File: src/rtl/udma_ctrl_dp_pkg.sv
// Shared types and helpers for the uDMA controller data-path blocks:
// element size encoding, TX response FSM states and lane extraction.
package udma_ctrl_dp_pkg;

  typedef enum logic [1:0] {
    DS_BYTE = 2'd0,
    DS_HALF = 2'd1,
    DS_WORD = 2'd2
  } datasize_e;

  typedef enum logic [1:0] {
    IDLE   = 2'd0,
    ACTIVE = 2'd1,
    DRAIN  = 2'd2
  } dp_out_state_e;

  function automatic logic [2:0] elem_bytes(input datasize_e ds);
    case (ds)
      DS_BYTE: return 3'd1;
      DS_HALF: return 3'd2;
      default: return 3'd4;
    endcase
  endfunction

  // Encoding 3 is reserved and behaves like a word transfer.
  function automatic datasize_e decode_datasize(input logic [1:0] raw);
    return (raw == 2'd3) ? DS_WORD : datasize_e'(raw);
  endfunction

  function automatic logic [31:0] lane_extract(input logic [31:0] rdata,
                                               input logic [1:0]  off,
                                               input datasize_e   ds);
    logic [31:0] shifted;
    shifted = rdata >> {off, 3'b000};
    case (ds)
      DS_BYTE: return {24'd0, shifted[7:0]};
      DS_HALF: return {16'd0, shifted[15:0]};
      default: return rdata;
    endcase
  endfunction

endpackage

File: src/rtl/udma_ctrl_dp_out_fifo.sv
// Small synchronous FIFO with occupancy count and synchronous flush.
// A push into a full FIFO is accepted when a pop happens in the same cycle.
module udma_ctrl_dp_out_fifo #(
  parameter int WIDTH = 32,
  parameter int DEPTH = 4
) (
  input  logic                     clk,
  input  logic                     reset_n,
  input  logic                     flush,
  input  logic                     push,
  input  logic [WIDTH-1:0]         push_data,
  input  logic                     pop,
  output logic [WIDTH-1:0]         head,
  output logic [$clog2(DEPTH):0]   count
);

  localparam int PW = $clog2(DEPTH);

  logic [WIDTH-1:0] mem [DEPTH];
  logic [PW-1:0]    wr_ptr;
  logic [PW-1:0]    rd_ptr;
  logic             empty;
  logic             full;
  logic             do_push;
  logic             do_pop;

  assign empty   = (count == '0);
  assign full    = (count == (PW+1)'(DEPTH));
  assign do_pop  = pop && !empty;
  assign do_push = push && (!full || do_pop);
  assign head    = mem[rd_ptr];

  always_ff @(posedge clk) begin
    if (do_push) begin
      mem[wr_ptr] <= push_data;
    end
  end

  always_ff @(posedge clk or negedge reset_n) begin
    if (!reset_n) begin
      wr_ptr <= '0;
      rd_ptr <= '0;
      count  <= '0;
    end else if (flush) begin
      wr_ptr <= '0;
      rd_ptr <= '0;
      count  <= '0;
    end else begin
      if (do_push) begin
        wr_ptr <= wr_ptr + 1'b1;
      end
      if (do_pop) begin
        rd_ptr <= rd_ptr + 1'b1;
      end
      case ({do_push, do_pop})
        2'b10:   count <= count + 1'b1;
        2'b01:   count <= count - 1'b1;
        default: count <= count;
      endcase
    end
  end

endmodule

File: src/rtl/udma_ctrl_dp_out_rsp.sv
// uDMA TX channel data path: turns peripheral element requests into L2 reads
// and returns the lane-extracted read data in order over valid/ready.
module udma_ctrl_dp_out_rsp
  import udma_ctrl_dp_pkg::*;
#(
  parameter int L2_AWIDTH  = 18,
  parameter int TRANS_SIZE = 20,
  parameter int DEPTH      = 4
) (
  input  logic                  clk,
  input  logic                  reset_n,
  input  logic                  cfg_start_i,
  input  logic [L2_AWIDTH-1:0]  cfg_addr_i,
  input  logic [TRANS_SIZE-1:0] cfg_size_i,
  input  logic [1:0]            cfg_datasize_i,
  input  logic                  cfg_continuous_i,
  input  logic                  cfg_stop_i,
  output logic                  busy_o,
  output logic                  eot_o,
  input  logic                  tx_req_i,
  output logic                  tx_gnt_o,
  output logic [1:0]            tx_datasize_o,
  output logic [31:0]           tx_data_o,
  output logic                  tx_valid_o,
  input  logic                  tx_ready_i,
  output logic                  l2_req_o,
  output logic [L2_AWIDTH-1:0]  l2_addr_o,
  input  logic                  l2_gnt_i,
  input  logic                  l2_rvalid_i,
  input  logic [31:0]           l2_rdata_i
);

  localparam int CW = $clog2(DEPTH) + 1;

  dp_out_state_e         state;
  dp_out_state_e         state_next;
  logic [L2_AWIDTH-1:0]  cur_addr;
  logic [L2_AWIDTH-1:0]  cfg_addr_q;
  logic [TRANS_SIZE-1:0] remaining;
  logic [TRANS_SIZE-1:0] cfg_size_q;
  datasize_e             ds_q;
  logic                  cont_q;
  logic                  eot_cont_q;
  logic [CW-1:0]         outstanding;

  logic [2:0]            eb;
  logic [CW:0]           in_use;
  logic                  has_credit;
  logic                  last_gnt;
  logic                  start_ok;
  logic                  drain_done;
  logic                  discard;
  logic                  rvalid_take;
  logic                  keep;

  logic [1:0]            off_head;
  logic [CW-1:0]         off_count;
  logic [31:0]           buf_head;
  logic [CW-1:0]         buf_count;

  assign eb          = elem_bytes(ds_q);
  assign in_use      = {1'b0, buf_count} + {1'b0, outstanding};
  assign has_credit  = in_use < (CW+1)'(DEPTH);
  assign tx_gnt_o    = l2_req_o && l2_gnt_i;
  assign last_gnt    = tx_gnt_o && (remaining == TRANS_SIZE'(eb));
  assign start_ok    = cfg_start_i && !cfg_stop_i && (state == IDLE) && (outstanding == '0);
  assign drain_done  = (outstanding == '0) && (buf_count == '0);
  // After an abort the channel is IDLE but reads may still be in flight; their data is dropped.
  assign discard     = (state == IDLE) || cfg_stop_i;
  assign rvalid_take = l2_rvalid_i && (outstanding != '0);
  assign keep        = rvalid_take && !discard && (off_count != '0);

  assign l2_addr_o     = {cur_addr[L2_AWIDTH-1:2], 2'b00};
  assign tx_datasize_o = ds_q;
  assign tx_valid_o    = (buf_count != '0);
  assign tx_data_o     = tx_valid_o ? buf_head : 32'd0;

  always_ff @(posedge clk or negedge reset_n) begin
    if (!reset_n) begin
      state <= IDLE;
    end else begin
      state <= state_next;
    end
  end

  always_comb begin
    state_next = state;
    if (cfg_stop_i) begin
      state_next = IDLE;
    end else begin
      case (state)
        IDLE:    if (start_ok) state_next = ACTIVE;
        ACTIVE:  if (last_gnt && !cont_q) state_next = DRAIN;
        DRAIN:   if (drain_done) state_next = IDLE;
        default: state_next = IDLE;
      endcase
    end
  end

  always_comb begin
    busy_o   = (state != IDLE) || (outstanding != '0);
    eot_o    = eot_cont_q || ((state == DRAIN) && drain_done && !cfg_stop_i);
    l2_req_o = (state == ACTIVE) && tx_req_i && has_credit;
  end

  always_ff @(posedge clk or negedge reset_n) begin
    if (!reset_n) begin
      cur_addr   <= '0;
      cfg_addr_q <= '0;
      remaining  <= '0;
      cfg_size_q <= '0;
      ds_q       <= DS_BYTE;
      cont_q     <= 1'b0;
      eot_cont_q <= 1'b0;
    end else begin
      eot_cont_q <= last_gnt && cont_q && !cfg_stop_i;
      if (start_ok) begin
        cur_addr   <= cfg_addr_i;
        cfg_addr_q <= cfg_addr_i;
        remaining  <= cfg_size_i;
        cfg_size_q <= cfg_size_i;
        ds_q       <= decode_datasize(cfg_datasize_i);
        cont_q     <= cfg_continuous_i;
      end else if (tx_gnt_o) begin
        if (last_gnt && cont_q) begin
          cur_addr  <= cfg_addr_q;
          remaining <= cfg_size_q;
        end else begin
          cur_addr  <= cur_addr + L2_AWIDTH'(eb);
          remaining <= remaining - TRANS_SIZE'(eb);
        end
      end
    end
  end

  always_ff @(posedge clk or negedge reset_n) begin
    if (!reset_n) begin
      outstanding <= '0;
    end else begin
      case ({tx_gnt_o, rvalid_take})
        2'b10:   outstanding <= outstanding + 1'b1;
        2'b01:   outstanding <= outstanding - 1'b1;
        default: outstanding <= outstanding;
      endcase
    end
  end

  udma_ctrl_dp_out_fifo #(
    .WIDTH (2),
    .DEPTH (DEPTH)
  ) u_offset_fifo (
    .clk       (clk),
    .reset_n   (reset_n),
    .flush     (cfg_stop_i),
    .push      (tx_gnt_o),
    .push_data (cur_addr[1:0]),
    .pop       (keep),
    .head      (off_head),
    .count     (off_count)
  );

  udma_ctrl_dp_out_fifo #(
    .WIDTH (32),
    .DEPTH (DEPTH)
  ) u_data_fifo (
    .clk       (clk),
    .reset_n   (reset_n),
    .flush     (cfg_stop_i),
    .push      (keep),
    .push_data (lane_extract(l2_rdata_i, off_head, ds_q)),
    .pop       (tx_valid_o && tx_ready_i),
    .head      (buf_head),
    .count     (buf_count)
  );

endmodule

File: config.mk
export PLATFORM = sky130hd
export DESIGN_NAME = udma_ctrl_dp_out_rsp
export DESIGN_NICKNAME = d
export VERILOG_FILES = /design/src/rtl/udma_ctrl_dp_pkg.sv /design/src/rtl/udma_ctrl_dp_out_fifo.sv /design/src/rtl/udma_ctrl_dp_out_rsp.sv
export SDC_FILE = /design/constraint.sdc
export NUM_CORES = 1
export LEC_CHECK = 0
export ABC_CLOCK_PERIOD_IN_PS = 5630
export CORE_AREA = 8 8 171 173
export DETAILED_ROUTE_END_ITERATION = 7
export DIE_AREA = 0 0 179 181
export PLACE_DENSITY = 0.64
export SYNTH_ARGS = -nofsm -noshare
export SYNTH_HDL_FRONTEND = slang
export SYNTH_SLANG_ARGS = --single-unit
File: constraint.sdc
create_clock -name clk -period 5.63 [get_ports clk]
set_clock_uncertainty 0.05 [all_clocks]
set_input_delay 1.126 -clock clk [delete_from_list [all_inputs] [get_ports clk]]
set_output_delay 1.126 -clock clk [all_outputs]
set_load 0.01 [all_outputs]
=== Word level (Yosys, flattened, before mapping) ===
Memory sizes are Yosys's and may differ from the RTL's.
Cells that the tools add are included.

* Memory bits (writable): 136
* Logic and storage cells: 131
* Memories: 2
* Output and inout port bits: 57
* Flip-flop bits (word level): 99

{| class="wikitable"
|+ Memory list
! memory !! words !! width !! rd ports !! clocked after Yosys merged registers in !! write ports !! RTL line !! text
|-
| u_data_fifo.mem || 4 || 32 || 1 || 0 || 1 || udma_ctrl_dp_out_fifo.sv:19 || <nowiki>logic [WIDTH-1:0] mem [DEPTH];</nowiki>
|-
| u_offset_fifo.mem || 4 || 2 || 1 || 0 || 1 || udma_ctrl_dp_out_fifo.sv:19 ||
|}

* Reduce and logical (&&, ||, !) cells: 51
* Add/subtract/negate cells: 13
* Eq/ne operators: 16
* Muxes and demuxes: 32
* Shifts and indexed selects: 1
* $lt $le $gt $ge: 1

{| class="wikitable"
|+ Operator list
! kind !! number
|-
| $pmux 32 s2 || 1
|-
| $mux 20 || 3
|-
| $mux 18 || 3
|-
| $mux 32 || 1
|-
| $shr 32x5->16 || 1
|-
| $mux 2 || 13
|-
| $pmux 3 s2 || 4
|-
| $logic_and 1x1->1 || 21
|-
| $eq 20x3->1 || 1
|-
| $sub 20x3->20 || 1
|-
| $add 18x3->18 || 1
|-
| $reduce_bool 3->1 || 5
|-
| $reduce_bool 2->1 || 7
|-
| $eq 2x1->1 const B || 5
|-
| $eq 2x2->1 const B || 5
|-
| $add 3x1->3 const B || 3
|-
| $logic_not 3->1 || 3
|-
| $ne 3x3->1 const B || 3
|-
| $sub 3x1->3 const B || 3
|-
| $add 2x1->2 const B || 4
|-
| $logic_not 1->1 || 7
|-
| $eq 3x3->1 const B || 2
|-
| $mux 3 || 2
|-
| $pmux 2 s3 || 1
|-
| 6 further kinds || 14
|}

=== Depth between registers and ports, before layout ===
Gate-level depths: netlist of run 1.

* Depth in word-level cells: 11
* Mapped depth: 12

=== Hierarchy ===
Synthesis of run 1 repeated with hierarchy kept, for this count alone.

* Cell total of the unflattened synthesis: 1,005
* Area total of the unflattened synthesis: 11,702.5 µm²

{| class="wikitable"
|+ Modules (own cells, without submodules)
! module !! seq. area each (µm²) !! times used !! cells each !! area an instance (µm²)
|-
| udma_ctrl_dp_out_rsp || 2,127.0 || 1 || 716 || 5,756.8
|-
| udma_ctrl_dp_out_fifo (u_data_fifo) || 4,018.9 || 1 || 218 || 5,111.2
|-
| udma_ctrl_dp_out_fifo (u_offset_fifo) || 415.4 || 1 || 71 || 834.6
|}

=== Least setup slack after synthesis of run 1 ===
OpenSTA, ideal clock, no wires.

* Path type: in2reg
* From: input l2_rvalid_i
* To: memory u_data_fifo.mem[0][0], enable pin
* Required time: 5,188 ps
* Library setup time: 392 ps
* Arrival: 2,920 ps
* Slack: 2,268 ps
* Stages: 4
* Cells stage by stage: o31ai_1 or4_1 a31oi_2 and2_1

* Longest elaborated chain between the ends: 6

{| class="wikitable"
|+ RTL lines
! item !! RTL line !! text
|-
| start: declaration || udma_ctrl_dp_out_rsp.sv:29 || <nowiki>input logic l2_rvalid_i,</nowiki>
|-
| $logic_and 1x1->1 || udma_ctrl_dp_out_rsp.sv:70 || <nowiki>assign rvalid_take = l2_rvalid_i && (outstanding != '0);</nowiki>
|-
| $logic_and 1x1->1 (2 in a row) || udma_ctrl_dp_out_rsp.sv:71 || <nowiki>assign keep = rvalid_take && !discard && (off_count != '0);</nowiki>
|-
| $logic_and 1x1->1 || udma_ctrl_dp_out_fifo.sv:30 || <nowiki>assign do_push = push && (!full || do_pop);</nowiki>
|-
| $mux 1 || udma_ctrl_dp_out_fifo.sv:34 || <nowiki>if (do_push) begin</nowiki>
|-
| $mux 1 (not written as such) || udma_ctrl_dp_out_fifo.sv:35 || <nowiki>mem[wr_ptr] <= push_data;</nowiki>
|-
| end: declaration || udma_ctrl_dp_out_fifo.sv:19 ||
|}

Every way passes these cells.

=== Worst setup path after layout of run 1 ===
* From: input cfg_stop_i
* To: output eot_o

* Longest elaborated chain between the ends: 3

{| class="wikitable"
|+ RTL lines
! item !! RTL line !! text
|-
| start: declaration || udma_ctrl_dp_out_rsp.sv:17 || <nowiki>input logic cfg_stop_i,</nowiki>
|-
| $logic_not 1->1 || udma_ctrl_dp_out_rsp.sv:102 || <nowiki>eot_o = eot_cont_q || ((state == DRAIN) && drain_done && !cfg_stop_i);</nowiki>
|-
| $logic_and 1x1->1 || udma_ctrl_dp_out_rsp.sv:102 ||
|-
| $logic_or 1x1->1 || udma_ctrl_dp_out_rsp.sv:102 ||
|-
| end: declaration || udma_ctrl_dp_out_rsp.sv:19 || <nowiki>output logic eot_o,</nowiki>
|}

Every way passes these cells.

==> impl_metrics.toml, run 1 <==
[drt]
wirelength_um = 31000
drtAntennaViolNets = 0
wire_per_inst_um = 21.0
drtIter0Drc = 832
post-route-drc-count = 0
first_pass_iters = 5
via_per_inst = 5.78
via_count = 8565

[pwr]
pwr-share-clk_pct = 30.1
vdd_drop_max_uv = 206
internal-power_mw = 3.82
power.combinational.fraction_pct = 26.0
p_leak_nw = 5.31
p_sw_mw = 1.81
powerDensity_nw_per_um2 = 399
swShare_pct = 32.1
report.power.total_mw = 5.63
p_seq_share_pct = 43.9

[clock_tree]
cts-root-buf = "clkbuf_16"
clk-insertion-delay-late_ps = 540
cts_buffers = 25
cts_htree_levels = 1
cts_tree = "yes"
clkTransAtPathRegs_ps = 60
post_cts_buffers = 0
clock_sinks = 235
cts_resized = 0
cts.hold.buffers_added = 0
clockBufferDepth = 3

[timing]
setup_viol = 0
rsz0062_at_grt = "false"
final_max_slew_viol_count = 0
max-slew-margin-rel_pct = 33.9
finalCritPeriodShare_pct = 74.8
fmax_ghz = 0.237
finalSetupTns_ps = 0
hold_viol_final = 0
period_needed_ps = 4210
worst_pin_slew_ps = 988

[setup_path]
path_class = "in2out"
worstPathRequired_ps = 4450
crit_top_cell = "clkdlybuf4s50_1"
worst_ep_arrival_time_ps = 3040
path_cells = "clkdlybuf4s50_1 -> inv_1 -> a41o_1 -> clkdlybuf4s50_1"
r2r_setup_slack_ps = 1980
path_max_fanout = 23
critPathMaxStageDelay_ps = 1000
critPathCaptureType = "output port"
slowest_stage = "clkdlybuf4s50_1"
cp-start-kind = "input pin"

[synth]
synth_most_common_cell = "nand2_1"
yosys.area.top_type = "edfxtp_1"
ys_ff_latch = 235
synthTopCellsByCount = "nand2_1, edfxtp_1, dfrtp_1"
synth.distinct_cells = 70
ys_async_sr_fraction_pct = 42.1
postSynthCellCount = 1024
synth_area_per_cell_um2 = 11.5
netlist.area_leader.share_pct = 34.7
ys_warn_count = 0
synth_edf_count = 136
ys_seq_area_share_pct = 55.7
syn_area_um2 = 11800
synth_top_cells_by_area = "edfxtp_1, dfrtp_1, mux4_2"
synthFlopType = "edfxtp_1"

[placement]
gp_congestion = 0.874
io_buffers = 135
dp_hpwl_um = 20900

[global_routing]
grtUsageTotal_pct = 19.1
grt_pass1_wl_um = 49300
grt_pass1_vias = 8698
grt_max_degree = 58
grt-ovfl-total = 0
antenna_found_initial = 0

[floorplan]
ios = 138
dieArea_um2 = 32400
die_x_um = 179
core_area_um2 = 26500
die_h_um = 181
initial_core_util_pct = 44.4
rows = 60

[finish]
antenna_cells = 0
syn2layout_area_growth_pct = 20.0
final_nets = 1224
drive_above_1_share_pct = 9.56

[job]
drv_cap = 0

[min_path]
hold_class = "reg2reg"

[outcome]
status = "complete, no violations"
[power by group through the flow]
stage	clock [mW]	combinational, mW	sequential [mW]
global placement	0	1.43	2.49
global route	1.81	1.65	2.52
finish	1.70	1.46	2.47
detailed placement	0	1.46	2.49
CTS	1.73	1.47	2.46
floorplan	0	1.05	2.41
[per-layer routing]
| metal | share of wire [%] | global-route usage, % | up-vias |
|---|---|---|---|
| met5 | 0 | 0 | - |
| li1 | - | - | 3970 |
| met2 | 46 | 30.4 | 343 |
| met3 | 7.5 | 3.42 | 55 |
| met4 | 3.4 | 6.65 | 0 |
| met1 | 43 | 25.8 | 4197 |
[stage by stage]
stage	cells	setup WS (ps)	area, µm²	hold WS [ps]	util, %
2_1_floorplan	1025	2270	11800	389	-
3_3_place_gp	1435	1390	13300	403	50.1
3_5_place_dp	1435	1370	13300	407	50.1
4_1_cts	1481	1300	14100	424	53.3
5_1_grt	1481	1210	14100	432	53.3
6_report	1481	1420	14100	420	53.3
[layout by cell type, fill, tap and decap left out, types with 13 or more instances in the layout]
cell	netlist	layout
buf_4	23	19
inv_1	21	21
nor2_1	60	59
mux4_2	34	34
nand2_1	162	161
dfrtp_1	99	97
ha_1	17	17
nor3_1	30	30
clkbuf_16	0	25
a21oi_1	36	36
xnor2_1	13	13
o21ai_0	25	25
edfxtp_1	136	136
a31oi_1	13	13
nand3_1	25	25
mux2i_1	20	20
a211oi_1	16	16
clkdlybuf4s50_1	0	134
o22ai_1	22	22
and2_1	59	59
nand4_1	13	13
[area by class of cell]
class / count / area (µm²)
Clock buffer: 28 / 657
Clock inverter: 18 / 199
Fill cell: 2303 / 12400
Inverter: 22 / 82.6
Multi-Input combinational cell: 684 / 4710
Sequential cell: 235 / 6560
Tap cell: 341 / 427
Timing Repair Buffer: 153 / 1480
[logic make-up (layout without fill, tap and decap cells)]
| logic type | count (synthesis) | in the layout | synth area share [%] |
|---|---|---|---|
| adders and majority gates | 22 | 22 | 2.66 |
| xor gates and xnor gates | 20 | 20 | 1.49 |
| AOI/OAI and AO/OA | 183 | 183 | 10.8 |
| and+or+nand+nor | 402 | 402 | 16.7 |
| other | 1 | 2 | 0.0319 |
| buffers and inverters | 106 | 221 | 4.34 |
| DFF | 235 | 235 | 55.7 |
| muxes | 55 | 55 | 8.30 |
[critical path, delay by kind of cell]
family	cells	cell delay [ps]
buffers and inverters	3	1640
AO/OA/AOI/OAI	1	260
[worst paths after layout]
path / startpoint / to / cells past startpoint
max in group asynchronous: reset_n / tx_datasize_o[0] / 2
max: cfg_stop_i / eot_o / 4
min reg2reg: cfg_addr_q[6] / cfg_addr_q[6] / 2
max reg2reg: tx_datasize_o[0] / remaining[12] / 9
min: cfg_addr_q[6] / cfg_addr_q[6] / 2
min in group asynchronous: reset_n / cfg_addr_q[14] / 1
[registers in the layout, summed over array words and instances (netlist names), 3 cells and up]
| signal | cells |
|---|---|
| cfg_size_q | 20 |
| u_offset_fifo.mem | 8 |
| remaining | 20 |
| u_data_fifo.mem | 128 |
| cur_addr | 18 |
| u_offset_fifo.count | 3 |
| outstanding | 3 |
| u_data_fifo.count | 3 |
| cfg_addr_q | 18 |
(Power assumes the default switching activity.)
==> run 2, diff against run 1 <==
- ABC_CLOCK_PERIOD_IN_PS: 5630 -> 3700
- PLACE_DENSITY: 0.64 -> 0.66
- clock period: 5.63 -> 3.7 ns (I/O delays scaled with it)
==> run 2 against run 1 <==
  * Cell count is 1.2% higher
  * Power rose by 55%
  * Via count rose by 3.4%
  * First-iteration DRC count is the same
  * Worst hold slack worse by 270 ps
  * Combinational power is 58% higher
  * Cell area is 1.9% higher
  * Die area stayed put
  * Non-clock buffer count is 19 higher
  * Critical path type is now reg2out
  * Highest routed layer unchanged
  * Critical path depth unchanged
  * Clock power rose by 55%
  * Critical endpoint is now tx_data_o[4]
  * Sequential share of layout area is 0.89 points lower
==> impl_metrics.toml, run 2 (synthesis gave the netlist of run 1 again) <==
[outcome]
status = "complete, no violations"

[floorplan]
die_x_um = 179
core_area_um2 = 26500
rows = 60
initial_core_util_pct = 44.4
dieArea_um2 = 32400
die_h_um = 181
ios = 138

[clock_tree]
clockBufferDepth = 3
clock_sinks = 235
cts_tree = "yes"
clkTransAtPathRegs_ps = 60
cts-root-buf = "clkbuf_16"
clk-insertion-delay-late_ps = 530
cts_htree_levels = 1
cts_buffers = 25

[global_routing]
grtUsageTotal_pct = 19.0
grt_pass1_vias = 8760
grt_pass1_wl_um = 49100
grt_max_degree = 42
antenna_found_initial = 0
grt-ovfl-total = 0

[drt]
drtAntennaViolNets = 0
post-route-drc-count = 0
wire_per_inst_um = 21.2
drtIter0Drc = 832
first_pass_iters = 6
via_count = 8859
via_per_inst = 5.91
wirelength_um = 31800

[timing]
rsz0062_at_grt = "false"
period_needed_ps = 3520
finalSetupTns_ps = 0
finalCritPeriodShare_pct = 95.2
hold_viol_final = 0
fmax_ghz = 0.284
setup_viol = 0
worst_pin_slew_ps = 923
final_max_slew_viol_count = 0
max-slew-margin-rel_pct = 38.1

[placement]
dp_hpwl_um = 21600
gp_congestion = 0.903
io_buffers = 135
placed_area_um2 = 13500

[setup_path]
critPathTopFamily = "buffers and inverters"
worst_ep_arrival_time_ps = 2730
path_cells = "buf_4 -> mux4_2 -> and2_1 -> clkdlybuf4s50_1"
critPathMaxStageDelay_ps = 650
path_max_fanout = 13
path_buf_inv = 2
cp-start-kind = "flop"
worstPathRequired_ps = 2910
critPathCaptureType = "output port"
slowest_stage = "dfrtp_2"
path_class = "reg2out"

[pwr]
powerDensity_nw_per_um2 = 605
vdd_drop_max_uv = 363
p_leak_nw = 5.43

[finish]
reg.largest.list = "u_data_fifo.mem: 128 flops, cfg_size_q: 20 flops, remaining: 20 flops"
final_nets = 1244
top_register = "u_data_fifo.mem"
syn2layout_area_growth_pct = 22.3
layout_commonest_cell = "nand2_1"
antenna_cells = 0
fin_area_um2 = 14400
largest_register_ffs = 128
final_cell_mix = "nand2_1, edfxtp_1, clkdlybuf4s50_1"
drive_above_1_share_pct = 11.1
fillers = 2275

[min_path]
hold_class = "in2async"

[job]
drv_cap = 0
## run 2: cell types whose count changed in the layout (fill, tap and decap cells not counted)
cell,before,now
buf_4,19,31
inv_1,21,20
buf_12,0,7
clkbuf_1,1,4
nor3_1,30,29
dfrtp_1,97,98
clkinv_1,5,1
nor3_4,0,1
clkinvlp_4,0,3
dfrtp_2,2,1
clkinv_2,8,3
clkbuf_8,2,5
## run 2: timing repair
item,CTS,global route
setup buffers,0,1
resized for setup,0,4
hold buffers,0,0
setup endpoints to repair,0,32
## run 2: per-layer routing
metal,GRT usage [%],wire (µm),up-vias
met2,30.6,15000,426
met4,5.29,873,0
met3,3.75,2610,63
li1,-,-,4000
met5,0,0,-
met1,25.6,13300,4370
## run 2: where the power goes
group / switching (mW) / leakage [nW] / internal [mW] / total [mW]
Clock: 1.02 / 0.429 / 1.62 / 2.64
Combinational: 1.34 / 2.57 / 0.968 / 2.31
Sequential: 0.436 / 2.43 / 3.34 / 3.77
Total: 2.79 / 5.43 / 5.93 / 8.72
## run 2: final cells by class
cell class              count  area (µm²)  share of cell area, %
repair buffers            172        1710                   11.9
inverters                  22        86.3                  0.600
repair inverters            1        7.51                 0.0521
multi-input cells         684        4720                   32.8
clock inverters            10         166                   1.16
well taps                 341         427                   2.96
clock buffers              34         709                   4.93
flip-flops and latches    235        6560                   45.6
## run 2: final timing paths
kind / from / to / slack, ps / cells past startpoint
setup / recovery: u_data_fifo.rd_ptr[0] / tx_data_o[4] / 180 / 4
hold / removal: reset_n / cfg_addr_q[14] / 150 / 1
setup reg to reg: tx_datasize_o[1] / remaining[2] / 690 / 8
hold reg to reg: cfg_size_q[2] / cfg_size_q[2] / 420 / 2
max in group asynchronous: reset_n / cfg_size_q[3] / 2580 / 2
min in group clk: cfg_size_q[2] / cfg_size_q[2] / 420 / 2
## run 2: per-stage QoR
step | total power, mW | hold WS, ps | instances | utilization [%] | worst slack (ps)
after CTS | 8.76 | 152 | 1497 | 54.2 | 27.4
after detailed placement | 6.10 | 411 | 1453 | 50.9 | 531
after floorplan | 5.26 | 389 | 1025 | - | 724
after global routing | 9.18 | 192 | 1499 | 54.3 | 1.45
after global placement | 6.03 | 401 | 1453 | 50.9 | 565
final | 8.72 | 152 | 1499 | 54.3 | 179
==> run 3, diff against run 2 <==
- HOLD_SLACK_MARGIN: not set -> 0.15
==> results of run 3 <==
Same layout as run 2: the final DEF is identical, and so are final timing and power.
